### config.mk
export PLATFORM = sky130hd
export DESIGN_NAME = i2c_config_sequencer_flat
export DESIGN_NICKNAME = d
export VERILOG_FILES = /design/src/rtl/i2c_config_sequencer_if.sv /design/src/rtl/i2c_config_sequencer.sv /design/src/flat_wrapper.sv
export SDC_FILE = /design/constraint.sdc
export NUM_CORES = 1
export LEC_CHECK = 0
export ABC_AREA = 0
export CAP_MARGIN = 0
export CORE_MARGIN = 5
export CORE_UTILIZATION = 32
export DETAILED_ROUTE_END_ITERATION = 12
export GPL_TIMING_DRIVEN = 0
export PLACE_DENSITY = 0.48
export SYNTH_ARGS = -nofsm -noshare
export SYNTH_HDL_FRONTEND = slang
export SYNTH_SLANG_ARGS = --single-unit
### constraint.sdc
create_clock -name clk_in -period 6.25 [get_ports clk_in]
set_clock_uncertainty 0.15 [all_clocks]
set_input_delay 0.9375 -clock clk_in [delete_from_list [all_inputs] [get_ports clk_in]]
set_output_delay 0.9375 -clock clk_in [all_outputs]
set_load 0.005 [all_outputs]
### src/rtl/i2c_config_sequencer_if.sv
// Bus between the configuration sequencer and the I2C write controller.
// The controller's ready flag lives in the slow I2C clock domain.
interface i2c_config_sequencer_if;
  logic       i2c_start;
  logic [6:0] i2c_dev_addr;
  logic [7:0] i2c_reg_addr;
  logic [7:0] i2c_data;
  logic       i2c_ready;

  modport master (
    output i2c_start,
    output i2c_dev_addr,
    output i2c_reg_addr,
    output i2c_data,
    input  i2c_ready
  );

  modport slave (
    input  i2c_start,
    input  i2c_dev_addr,
    input  i2c_reg_addr,
    input  i2c_data,
    output i2c_ready
  );
endinterface

### src/rtl/i2c_config_sequencer.sv
// Walks an external register-write table and hands each entry to the I2C
// write controller, holding start until the controller drops ready.
module i2c_config_sequencer #(
  parameter int          NUM_WRITES     = 8,
  parameter int          IDX_W          = 4,
  parameter logic [6:0]  DEV_ADDR       = 7'h1A,
  parameter logic [15:0] GAP_CYCLES     = 16'd500,
  parameter logic [23:0] TIMEOUT_CYCLES = 24'd2_000_000
) (
  input  logic                   clk_in,
  input  logic                   reset_in,
  input  logic                   go,
  output logic [IDX_W-1:0]       tbl_index,
  input  logic [7:0]             tbl_reg,
  input  logic [7:0]             tbl_data,
  i2c_config_sequencer_if.master i2c,
  output logic                   busy,
  output logic                   done,
  output logic                   error,
  output logic [2:0]             cur_state
);

  typedef enum logic [2:0] {
    IDLE        = 3'd0,
    LOAD        = 3'd1,
    WAIT_RDY    = 3'd2,
    WAIT_ACCEPT = 3'd3,
    WAIT_DONE   = 3'd4,
    GAP         = 3'd5,
    DONE        = 3'd6,
    ERR         = 3'd7
  } state_t;

  localparam logic [IDX_W-1:0] LAST_IDX = IDX_W'(NUM_WRITES - 1);

  state_t           state, state_n;
  logic [IDX_W-1:0] idx_n;
  logic [7:0]       reg_q, reg_n, data_q, data_n;
  logic             start_q, start_n, done_n, error_n, busy_n;
  logic [23:0]      tmo_cnt, tmo_n;
  logic [15:0]      gap_cnt, gap_n;
  logic             rdy_meta, rdy_s;
  logic             timeout;

  assign i2c.i2c_start    = start_q;
  assign i2c.i2c_dev_addr = DEV_ADDR;
  assign i2c.i2c_reg_addr = reg_q;
  assign i2c.i2c_data     = data_q;
  assign cur_state        = state;

  // ready crosses in from the I2C clock domain
  always_ff @(posedge clk_in or posedge reset_in) begin
    if (reset_in) begin
      rdy_meta <= 1'b0;
      rdy_s    <= 1'b0;
    end else begin
      rdy_meta <= i2c.i2c_ready;
      rdy_s    <= rdy_meta;
    end
  end

  always_ff @(posedge clk_in or posedge reset_in) begin
    if (reset_in) begin
      state     <= IDLE;
      tbl_index <= '0;
      reg_q     <= '0;
      data_q    <= '0;
      start_q   <= 1'b0;
      done      <= 1'b0;
      error     <= 1'b0;
      busy      <= 1'b0;
      tmo_cnt   <= '0;
      gap_cnt   <= '0;
    end else begin
      state     <= state_n;
      tbl_index <= idx_n;
      reg_q     <= reg_n;
      data_q    <= data_n;
      start_q   <= start_n;
      done      <= done_n;
      error     <= error_n;
      busy      <= busy_n;
      tmo_cnt   <= tmo_n;
      gap_cnt   <= gap_n;
    end
  end

  assign timeout = (tmo_cnt == TIMEOUT_CYCLES - 24'd1);

  always_comb begin
    state_n = state;
    idx_n   = tbl_index;
    reg_n   = reg_q;
    data_n  = data_q;
    start_n = start_q;
    done_n  = done;
    error_n = error;
    tmo_n   = tmo_cnt;
    gap_n   = gap_cnt;

    case (state)
      IDLE, DONE, ERR: begin
        if (go) begin
          done_n  = 1'b0;
          error_n = 1'b0;
          idx_n   = '0;
          if (NUM_WRITES == 0) begin
            state_n = DONE;
            done_n  = 1'b1;
          end else begin
            state_n = LOAD;
          end
        end
      end
      LOAD: begin
        reg_n   = tbl_reg;
        data_n  = tbl_data;
        tmo_n   = '0;
        state_n = WAIT_RDY;
      end
      WAIT_RDY, WAIT_ACCEPT, WAIT_DONE: begin
        // a timeout wins over a same-cycle ready change
        if (timeout) begin
          start_n = 1'b0;
          error_n = 1'b1;
          state_n = ERR;
        end else if (state == WAIT_RDY && rdy_s) begin
          start_n = 1'b1;
          tmo_n   = '0;
          state_n = WAIT_ACCEPT;
        end else if (state == WAIT_ACCEPT && !rdy_s) begin
          start_n = 1'b0;
          tmo_n   = '0;
          state_n = WAIT_DONE;
        end else if (state == WAIT_DONE && rdy_s) begin
          gap_n   = GAP_CYCLES;
          state_n = GAP;
        end else begin
          tmo_n = tmo_cnt + 24'd1;
        end
      end
      GAP: begin
        if (gap_cnt == 16'd0) begin
          if (tbl_index == LAST_IDX) begin
            state_n = DONE;
            done_n  = 1'b1;
          end else begin
            idx_n   = tbl_index + 1'b1;
            state_n = LOAD;
          end
        end else begin
          gap_n = gap_cnt - 16'd1;
        end
      end
      default: state_n = IDLE;
    endcase

    busy_n = !(state_n == IDLE || state_n == DONE || state_n == ERR);
  end

endmodule

### src/flat_wrapper.sv
// flat-port wrapper written by rule: the top's interface ports become plain ports
module i2c_config_sequencer_flat 
#(
  parameter int          NUM_WRITES     = 8,
  parameter int          IDX_W          = 4,
  parameter logic [6:0]  DEV_ADDR       = 7'h1A,
  parameter logic [15:0] GAP_CYCLES     = 16'd500,
  parameter logic [23:0] TIMEOUT_CYCLES = 24'd2_000_000
)
  (clk_in, reset_in, go, tbl_index, tbl_reg, tbl_data, busy, done, error, cur_state, i2c_i2c_start, i2c_i2c_dev_addr, i2c_i2c_reg_addr, i2c_i2c_data, i2c_i2c_ready);
  i2c_config_sequencer_if i2c_i ();
  input  logic clk_in;
  input  logic reset_in;
  input  logic go;
  output logic [IDX_W-1:0] tbl_index;
  input  logic [7:0] tbl_reg;
  input  logic [7:0] tbl_data;
  output logic busy;
  output logic done;
  output logic error;
  output logic [2:0] cur_state;
  output wire logic [$bits(i2c_i.i2c_start)-1:0] i2c_i2c_start;
  output wire logic [$bits(i2c_i.i2c_dev_addr)-1:0] i2c_i2c_dev_addr;
  output wire logic [$bits(i2c_i.i2c_reg_addr)-1:0] i2c_i2c_reg_addr;
  output wire logic [$bits(i2c_i.i2c_data)-1:0] i2c_i2c_data;
  input wire logic [$bits(i2c_i.i2c_ready)-1:0] i2c_i2c_ready;
  assign i2c_i2c_start = i2c_i.i2c_start;
  assign i2c_i2c_dev_addr = i2c_i.i2c_dev_addr;
  assign i2c_i2c_reg_addr = i2c_i.i2c_reg_addr;
  assign i2c_i2c_data = i2c_i.i2c_data;
  assign i2c_i.i2c_ready = i2c_i2c_ready;
  i2c_config_sequencer #(.NUM_WRITES(NUM_WRITES), .IDX_W(IDX_W), .DEV_ADDR(DEV_ADDR), .GAP_CYCLES(GAP_CYCLES), .TIMEOUT_CYCLES(TIMEOUT_CYCLES)) u_core (.clk_in(clk_in), .reset_in(reset_in), .go(go), .tbl_index(tbl_index), .tbl_reg(tbl_reg), .tbl_data(tbl_data), .i2c(i2c_i), .busy(busy), .done(done), .error(error), .cur_state(cur_state));
endmodule
==> summary.txt, run 1 <==
critical path startpoint: u_core.gap_cnt[5]$_DFFE_PP0P_
postcts setup bufs: 0
met1 Use GR: 0.2036
die area: 14250 sq um
clk buf depth: 2
Synthesis Warnings: 0
CTS resizes: 0
post-synth top area share: 0.4511
Cell Pwr Density: 395.6 nW/um^2
Iteration-0 DRC Markers: 128
grt met3 use: 0.03751
GPL Wtd Cong: 0.8080
Max stage delay on crit path: 480 ps
total number of vias: 3143
row cnt: 40
DR pass1 iterations: 4
Port Buffer Count: 46
busiest layer in global routing: met1
outcome: complete, no violations
Setup WS pre-CTS: 3654 ps
Critical Path Fanout Max: 10
layout cells sized above 1: 0.1861
setup TNS: 0 ps
Overflow after GRT: 0
synthesized area: 3827 sq um
DR vias/cell: 5.300
Async SR Flop Fraction: 1.000
Worst-path clk slew: 60 ps
ANT cells: 0
EDFF count, synth: 0
CP Capture Type: flip-flop
clk_lat worst skew: 330 ps
Starting Density: 0.3227
clock net sink count: 69
RSZ-0062 raised after global routing: false
HPWL Detailed: 6737 um
critical path arrival: 2660 ps
Critical Path Source Type: flip-flop
Post-Route WL: 9435 um
ranking of synthesized cells by area: dfrtp_1 45%, mux2_2 5.3%, o31ai_1 3.5%
P_leak: 1.918 nW
worst vdd ir: 166.4 uV
Hold-fix buffers, CTS: 0
Final setup viols: 0
Crit Path Class: flip-flop to flip-flop
post-detailed-route count of antenna-violating nets: 0
fmax: 0.3872 GHz
largest net degree at the start of global routing: 59
placed cell area: 4521 sq um
area leader, netlist: dfrtp_1
met2 usage: 0.1982
Hold Startpoint: u_core.rdy_meta$_DFF_PP0_
vias in the first global route: 3043
cts bufs inserted: 9
Hold WC Path Type: flip-flop to flip-flop
Final Hold Fails: 0
WL/cell: 15.91 um
first-pass GRT wire length: 16030 um
fin nets: 465
DRC viols: 0
Area Overhead vs Synth: 26.64%
setup ws final: 3668 ps
top_reg_cell synth: dfrtp_1
cell area after layout: 4847 sq um
#FFs+latches synth: 69
io pins: 54
initial antenna violation count: 0
Critical R2R Launch: u_core.gap_cnt[5]$_DFFE_PP0P_
Max Slew Vio Count: 0
Die X: 119.4 um
period utilisation layout: 0.4132
CP Cell Sequence: nor4_1 > nand4_1 > a21boi_1 > buf_2 > buf_2 > nor4_1 > o21ba_2
Slew HR: 0.5314
CTS tree: done
Die Y: 119.4 um
core area: 11860 sq um
synth unique cells: 63
Final Critical Period: 2582 ps
Required @ worst endpoint: 6320 ps
crit path max-delay cell type: nor4_1
worst-margin pin slew: 701.6 ps
Tot GR Track Use: 0.1397
Cells after Synth: 378
Clock Tree Root: clkbuf_16
sequential area share after synthesis: 0.4511
H-tree depth: 3
Max Cap Viol: 0
Mapped Avg Cell Area: 10.13 sq um
## kinds of logic after synthesis
logic type / Yosys count / share of synthesized area
AND/OR/NAND/NOR: 149 / 0.2462
AO/OA/AOI/OAI: 93 / 0.1621
flip-flops: 69 / 0.4511
buffers and inverters: 35 / 0.05393
multiplexers: 19 / 0.05557
XOR/XNOR: 7 / 0.01602
adder cells (fa/ha/maj): 4 / 0.01308
other: 2 / 0.001962
## sequential cells by signal, indices dropped and copies added, names as in the netlist, 3 cells and up
signal / flops
u_core.tmo_cnt: 24
u_core.gap_cnt: 16
u_core.i2c.i2c_data: 8
u_core.i2c.i2c_reg_addr: 8
u_core.tbl_index: 4
u_core.cur_state: 3
## cell usage after synthesis, drive strengths merged (2+ instances only)
master,number
xnor2,2
or3,11
buf,22
a31oi,7
nand3,20
dfrtp,69
nand2,24
nor2,20
clkbuf,4
and2,7
conb,2
xor2,5
inv,9
nand3b,2
ha,4
a22o,2
a21oi,30
or4b,3
o31ai,19
o21ai,19
o31a,4
nand2b,4
mux2,18
nor3,6
nor2b,3
nor3b,4
nor4,12
and3,3
or4,13
and4,6
nand4,8
## worst paths after layout
path / cells past startpoint / end / slack, ps
worst min-delay path: 0 / u_core.rdy_s$_DFF_PP0_ / 200
worst min register to register: 0 / u_core.rdy_s$_DFF_PP0_ / 200
worst max-delay path: 7 / u_core.gap_cnt[14]$_DFFE_PP0P_ / 3670
max in group asynchronous: 3 / u_core.tmo_cnt[9]$_DFFE_PP0P_ / 4710
worst max register to register: 7 / u_core.gap_cnt[14]$_DFFE_PP0P_ / 3670
min in group asynchronous: 2 / u_core.i2c.i2c_reg_addr[1]$_DFFE_PP0N_ / 710
## cell type report
class                           count  area [sq um]
Clock buffer                       12         256.5
Multi-Input combinational cell    279          1913
Tap cell                          147         183.9
Inverter                            9         36.28
Buffer                             26         172.7
Timing Repair Buffer               47         488.0
Fill cell                        1143          7014
Sequential cell                    69          1727
Clock inverter                      4         70.07
## per-stage QoR
step	instances	hold WS, ps	util	total power, mW
after global placement	576	184.7	0.3786	1.367
after detailed placement	577	194.8	0.3811	1.378
after global routing	593	215.4	0.4087	2.059
final	593	202.9	0.4087	1.918
after CTS	593	203.0	0.4087	1.951
after floorplan	383	181.2	-	1.077
## where the power goes
| part | total, mW | internal [mW] | switching, mW |
|---|---|---|---|
| registers | 0.631 | 0.550 | 0.0811 |
| clock network | 0.558 | 0.370 | 0.188 |
| logic | 0.728 | 0.370 | 0.359 |
## cell usage in the layout, fill, tap and decap left out, types with 7 or more instances in the layout
master	instances
nor4_1	11
nand4_1	7
buf_2	9
inv_1	8
nand2_1	23
nor2_1	15
a31oi_1	7
clkbuf_16	9
o21ai_0	17
nand3_1	19
clkdlybuf4s50_1	46
a21oi_1	25
mux2_2	18
or4_1	13
or3_1	11
conb_1	7
o31ai_1	18
buf_4	9
dfrtp_1	69
## per-layer routing
layer	share of wire	routed length [um]	vias up
met5	0	0	-
met4	0.016	152	0
met3	0.056	524	11
met2	0.43	4063	73
met1	0.50	4694	1524
li1	-	-	1535
## worst max-delay path: cells and delay by family, from the launching register on
kind	cells	cell delay [ps]
AO/OA/AOI/OAI	2	450
buffers and inverters	2	500
flip-flops	1	460
AND/OR/NAND/NOR	3	920
(Power assumes the default switching activity.)
==> inputs of run 2 (changes only) <==
Settings changed: PLACE_DENSITY 0.48 to 0.49.
Clock period 6.25 ns to 2.3 ns, I/O delays scaled along.
==> run 2 against run 1 <==
Net effect:
- combinational power grew to 3.3 times the previous value
- wire length increased by 7.3%
- register-to-register slack lost 3600 ps
- sequential power rose to 2.8 times the previous value
- worst setup slack got worse by 3600 ps
- critical path depth is the same
- critical endpoint is now u_core.tmo_cnt[21]$_DFFE_PP0P_
- non-clock buffer count is 22 higher
- sequential share of layout area down 2.7 points
- largest cell class unchanged
- largest power group unchanged
- count of clock-buffer cells in the layout is 2 lower
- via count grew 5.6%
- flip-flop and latch count unchanged
- first-iteration DRC count is 44% higher
==> summary.txt, run 2 (synthesized netlist as in run 1, its figures left out) <==
outcome: complete, no violations
period utilisation layout: 0.9870
DR vias/cell: 5.404
largest net degree at the start of global routing: 56
layout cells sized above 1: 0.3041
Most flops, register: u_core.tmo_cnt
Required @ worst endpoint: 2410 ps
clk_lat worst skew: 330 ps
DR pass1 iterations: 4
H-tree depth: 3
Critical Path Source Type: flip-flop
fin nets: 487
Final Instance Count excl. Fillers: 614
cts bufs inserted: 9
Die Y: 119.4 um
Final setup viols: 0
crit path max-delay cell type: or4b_4
clk buf depth: 2
Hold WC Path Type: input port to asynchronous set/reset pin
Iteration-0 DRC Markers: 184
fmax: 0.4405 GHz
cell area after layout: 5274 sq um
Largest regs: u_core.tmo_cnt x24, u_core.gap_cnt x16
Overflow after GRT: 0
Area Overhead vs Synth: 37.79%
CP Capture Type: flip-flop
commonest non-fill, non-tap cell in the layout: dfrtp_1
row cnt: 40
worst vdd ir: 510.6 uV
placed cell area: 4521 sq um
Clock Tree Root: clkbuf_16
io pins: 54
Tot GR Track Use: 0.1440
Crit Path Class: flip-flop to flip-flop
Setup WS pre-CTS: -260.4 ps
Cell Pwr Density: 1079 nW/um^2
worst-margin pin slew: 568.6 ps
Starting Density: 0.3227
WL/cell: 16.49 um
max FFs per register: 24
Max Slew Vio Count: 0
Critical Path Fanout Max: 6
Post-Route WL: 10120 um
CTS tree: done
DRC viols: 0
Final Hold Fails: 0
HPWL Detailed: 6707 um
Die X: 119.4 um
total number of vias: 3318
critical path startpoint: u_core.cur_state[0]$_DFF_PP0_
Critical R2R Launch: u_core.cur_state[0]$_DFF_PP0_
clock net sink count: 69
CP Cell Sequence: buf_6 > or4b_4 > nand2_4 > o31ai_4 > buf_6 > or4_4 > a21oi_2
post-detailed-route count of antenna-violating nets: 0
GPL Wtd Cong: 0.8388
Final Critical Period: 2270 ps
Max stage delay on crit path: 570 ps
Cells after DPL: 577
critical path arrival: 2380 ps
core area: 11860 sq um
Worst-path clk slew: 60 ps
Max Cap Viol: 0
Hold-fix buffers, CTS: 0
Final Power: 5.692 mW
vias in the first global route: 3256
most frequent cells in the layout: 60 x dfrtp_1, 46 x clkdlybuf4s50_1, 31 x buf_4
P_leak: 2.084 nW
ANT cells: 0
die area: 14250 sq um
RSZ-0062 raised after global routing: true
setup ws final: 29.79 ps
first-pass GRT wire length: 16570 um
Port Buffer Count: 46
Most common cell on crit path: buf_6
initial antenna violation count: 0
Slew HR: 0.6195
## run 2: final timing paths
check / endpoint / slack [ps] / cells after the start
setup reg to reg: u_core.tmo_cnt[21]$_DFFE_PP0P_ / 30 / 7
max in group asynchronous: u_core.tmo_cnt[12]$_DFFE_PP0P_ / 1310 / 3
setup / recovery: u_core.tmo_cnt[21]$_DFFE_PP0P_ / 30 / 7
min in group clk_in: u_core.rdy_s$_DFF_PP0_ / 200 / 0
hold / removal: u_core.i2c.i2c_data[0]$_DFFE_PP0N_ / 140 / 2
hold reg to reg: u_core.rdy_s$_DFF_PP0_ / 200 / 0
## run 2: critical path: cells and delay by family, from the launching register on
kind / cells / cell delay (ps)
buffers and inverters: 2 / 290
flip-flops: 1 / 380
AO/OA/AOI/OAI: 2 / 210
AND/OR/NAND/NOR: 3 / 1170
## run 2: timing repair
| action | CTS | global route |
|---|---|---|
| pin swaps | 7 | 14 |
| cloned | 1 | 1 |
| setup buffers | 12 | 10 |
| gates resized for setup | 22 | 45 |
| endpoints found under the setup margin | 46 | 52 |
## run 2: cell type report
type	count	area (sq um)
fillers	1116	6588
multi-input cells	279	2102
flip-flops and latches	69	1738
repair buffers	71	693.2
clock buffers	10	229.0
plain buffers	24	191.4
well taps	147	183.9
clock inverters	5	100.1
inverters	9	36.28
## run 2: report_power, final
part	internal (mW)	leakage (nW)	switching [mW]
combinational	1.26	1.05	1.11
sequential	1.50	0.867	0.251
clock	1.05	0.162	0.520
## run 2: metal layers
layer	wire (um)	vias to the layer above	global-route usage
met3	509	15	0.03514
met1	4969	1631	0.2007
met2	4452	87	0.2137
met5	0	-	0
li1	-	1585	-
met4	191	0	0.05870
## run 2: per-stage QoR
stage / TNS (ps) / util / hold slack [ps]
finish: 0 / 0.4446 / 137.3
global route: -420.7 / 0.4446 / 161.0
detailed placement: -6049 / 0.3811 / 185.8
CTS: 0 / 0.4237 / 137.3
global placement: -96850 / 0.3786 / 182.3
floorplan: 0 / - / 181.2
==> inputs of run 3 (changes only) <==
Clock period 2.3 ns to 1.85 ns, I/O delays scaled along.
==> run 3 against run 2 <==
Net effect:
- via count rose by 4.6%
- count of clock-buffer cells in the layout unchanged
- global-route usage rose by 0.91 points
- core utilization is 7.7 points higher
- the flow now finishes with violations (setup timing)
- design area up 17%
- hold slack lost 12 ps
- non-clock buffer count is 37 higher
- die area stayed put
- flip-flop and latch count unchanged
- highest routed layer unchanged
- sequential power is 23% higher
- register-to-register slack got worse by 410 ps
==> summary.txt, run 3 (synthesized netlist as in run 1, its figures left out) <==
HPWL Detailed: 6758 um
Max stage delay on crit path: 450 ps
Die X: 119.4 um
worst vdd ir: 627.9 uV
Required @ worst endpoint: 1930 ps
P_leak: 2.501 nW
io pins: 54
cts bufs inserted: 9
Cell Pwr Density: 1315 nW/um^2
clock net sink count: 69
Tot GR Track Use: 0.1532
Worst-path clk slew: 60 ps
fillers: 1034
Largest regs: u_core.tmo_cnt x24, u_core.gap_cnt x16
Final Critical Period: 2228 ps
commonest non-fill, non-tap cell in the layout: dfrtp_1
critical path arrival: 2300 ps
Final Hold Fails: 0
max FFs per register: 24
layout cells sized above 1: 0.4416
multi-input logic area: 2495 sq um
Post-Route WL: 10970 um
clk_lat worst skew: 340 ps
CTS tree: done
clk buf depth: 2
CP Capture Type: flip-flop
DR pass1 iterations: 4
row cnt: 40
FF-to-FF End: u_core.gap_cnt[14]$_DFFE_PP0P_
Slew HR: 0.5903
Clock Tree Root: clkbuf_16
Reg area: 1739 sq um
H-tree depth: 3
Most flops, register: u_core.tmo_cnt
Overflow after GRT: 0
crit path capture: u_core.gap_cnt[14]$_DFFE_PP0P_
r2r setup slk: -380 ps
Hold WC Path Type: input port to asynchronous set/reset pin
Iteration-0 DRC Markers: 202
initial antenna violation count: 0
Starting Density: 0.3227
outcome: complete, but fails checks
core area: 11860 sq um
largest net degree at the start of global routing: 32
first-pass GRT wire length: 17630 um
Port Buffer Count: 46
setup ws final: -377.7 ps
post-detailed-route count of antenna-violating nets: 0
period utilisation layout: 1.204
most frequent cells in the layout: 59 x dfrtp_1, 49 x buf_4, 46 x clkdlybuf4s50_1
cell area after layout: 6185 sq um
GPL Wtd Cong: 0.7801
ANT cells: 0
Worst R2R Path Depth: 7
DR vias/cell: 5.322
Critical Path Fanout Max: 2
Max Cap Viol: 0
crit path max-delay cell type: or4b_4
Crit Path Class: flip-flop to flip-flop
total number of vias: 3470
Max Slew Vio Count: 0
fin nets: 524
Critical Path Source Type: flip-flop
critical path startpoint: u_core.gap_cnt[0]$_DFFE_PP0P_
Hold-fix buffers, CTS: 0
worst-margin pin slew: 608.9 ps
setup TNS: -10800 ps
Die Y: 119.4 um
RSZ-0062 raised after global routing: true
Critical R2R Launch: u_core.gap_cnt[0]$_DFFE_PP0P_
DRC viols: 0
fmax: 0.4489 GHz
placed cell area: 4691 sq um
CP Cell Sequence: inv_2 > ha_4 > or4b_4 > and4bb_2 > nand3_2 > o31a_1 > o21ba_2
Area Overhead vs Synth: 61.59%
WL/cell: 16.82 um
die area: 14250 sq um
failing checks: setup timing
Final setup viols: 46
vias in the first global route: 3433
==> run 3: cell count changes in the layout (fill, tap and decap cells not counted), sizes merged <==
cell	delta
inv	-1
clkinv	-1
buf	+40
clkbuf	-3
clkinvlp	+3
==> run 3: what timing repair did <==
action	in CTS	in global routing
cloned	2	2
gates resized for setup	87	72
pin swaps	35	21
endpoints found under the setup margin	60	64
buffers inserted	40	17
==> run 3: routing by layer <==
metal,part of all wire,global-route usage,vias to the layer above,routed length (um)
li1,-,-,1647,-
met1,0.46,0.2030,1747,5033
met2,0.49,0.2437,62,5369
met4,0.016,0.05154,0,173
met5,0,0,-,0
met3,0.036,0.03894,14,393
==> run 3: worst min-delay path by stage <==
| stage | slack (ps) | to | startpoint |
|---|---|---|---|
| global route | 140 | u_core.tmo_cnt[16]$_DFFE_PP0P_ | reset_in |
| global placement | 200 | u_core.rdy_s$_DFF_PP0_ | u_core.rdy_meta$_DFF_PP0_ |
| CTS | 120 | u_core.tmo_cnt[16]$_DFFE_PP0P_ | reset_in |
| finish | 130 | u_core.tmo_cnt[14]$_DFFE_PP0P_ | reset_in |
| detailed placement | 190 | u_core.rdy_s$_DFF_PP0_ | u_core.rdy_meta$_DFF_PP0_ |
| floorplan | 160 | u_core.rdy_meta$_DFF_PP0_ | i2c_i2c_ready |
==> run 3: power by group <==
group / internal [mW] / total, mW / leakage (nW) / switching, mW
sequential: 1.86 / 2.16 / 0.867 / 0.298
clock: 1.35 / 2.02 / 0.165 / 0.674
combinational: 2.25 / 3.95 / 1.47 / 1.69
==> run 3: critical path, delay by kind of cell, from the launching register on <==
family	cells	cell delay, ps
flip-flops	1	390
buffers and inverters	1	90
AO/OA/AOI/OAI	2	440
adder cells (fa/ha/maj)	1	130
AND/OR/NAND/NOR	3	910
==> run 3: layout make-up <==
class                      count  area share
multi-input combinational    279      0.4034
sequential                    69      0.2812
timing repair buffer         108      0.1809
buffer                        24     0.04228
clock buffer                  10     0.03864
tap                          147     0.02974
clock inverter                 6     0.01780
inverter                       9    0.006069
==> run 3: stage by stage <==
stage | hold WS (ps) | std cells | total power, mW | util | worst slack, ps
floorplan | 158.9 | 383 | 3.850 | - | -342.3
global placement | 196.0 | 576 | 4.825 | 0.3921 | -657.8
detailed placement | 191.8 | 578 | 4.849 | 0.3955 | -672.7
CTS | 124.3 | 636 | 7.628 | 0.4823 | -383.0
global route | 141.3 | 652 | 8.599 | 0.5214 | -448.6
finish | 125.4 | 652 | 8.134 | 0.5214 | -377.7
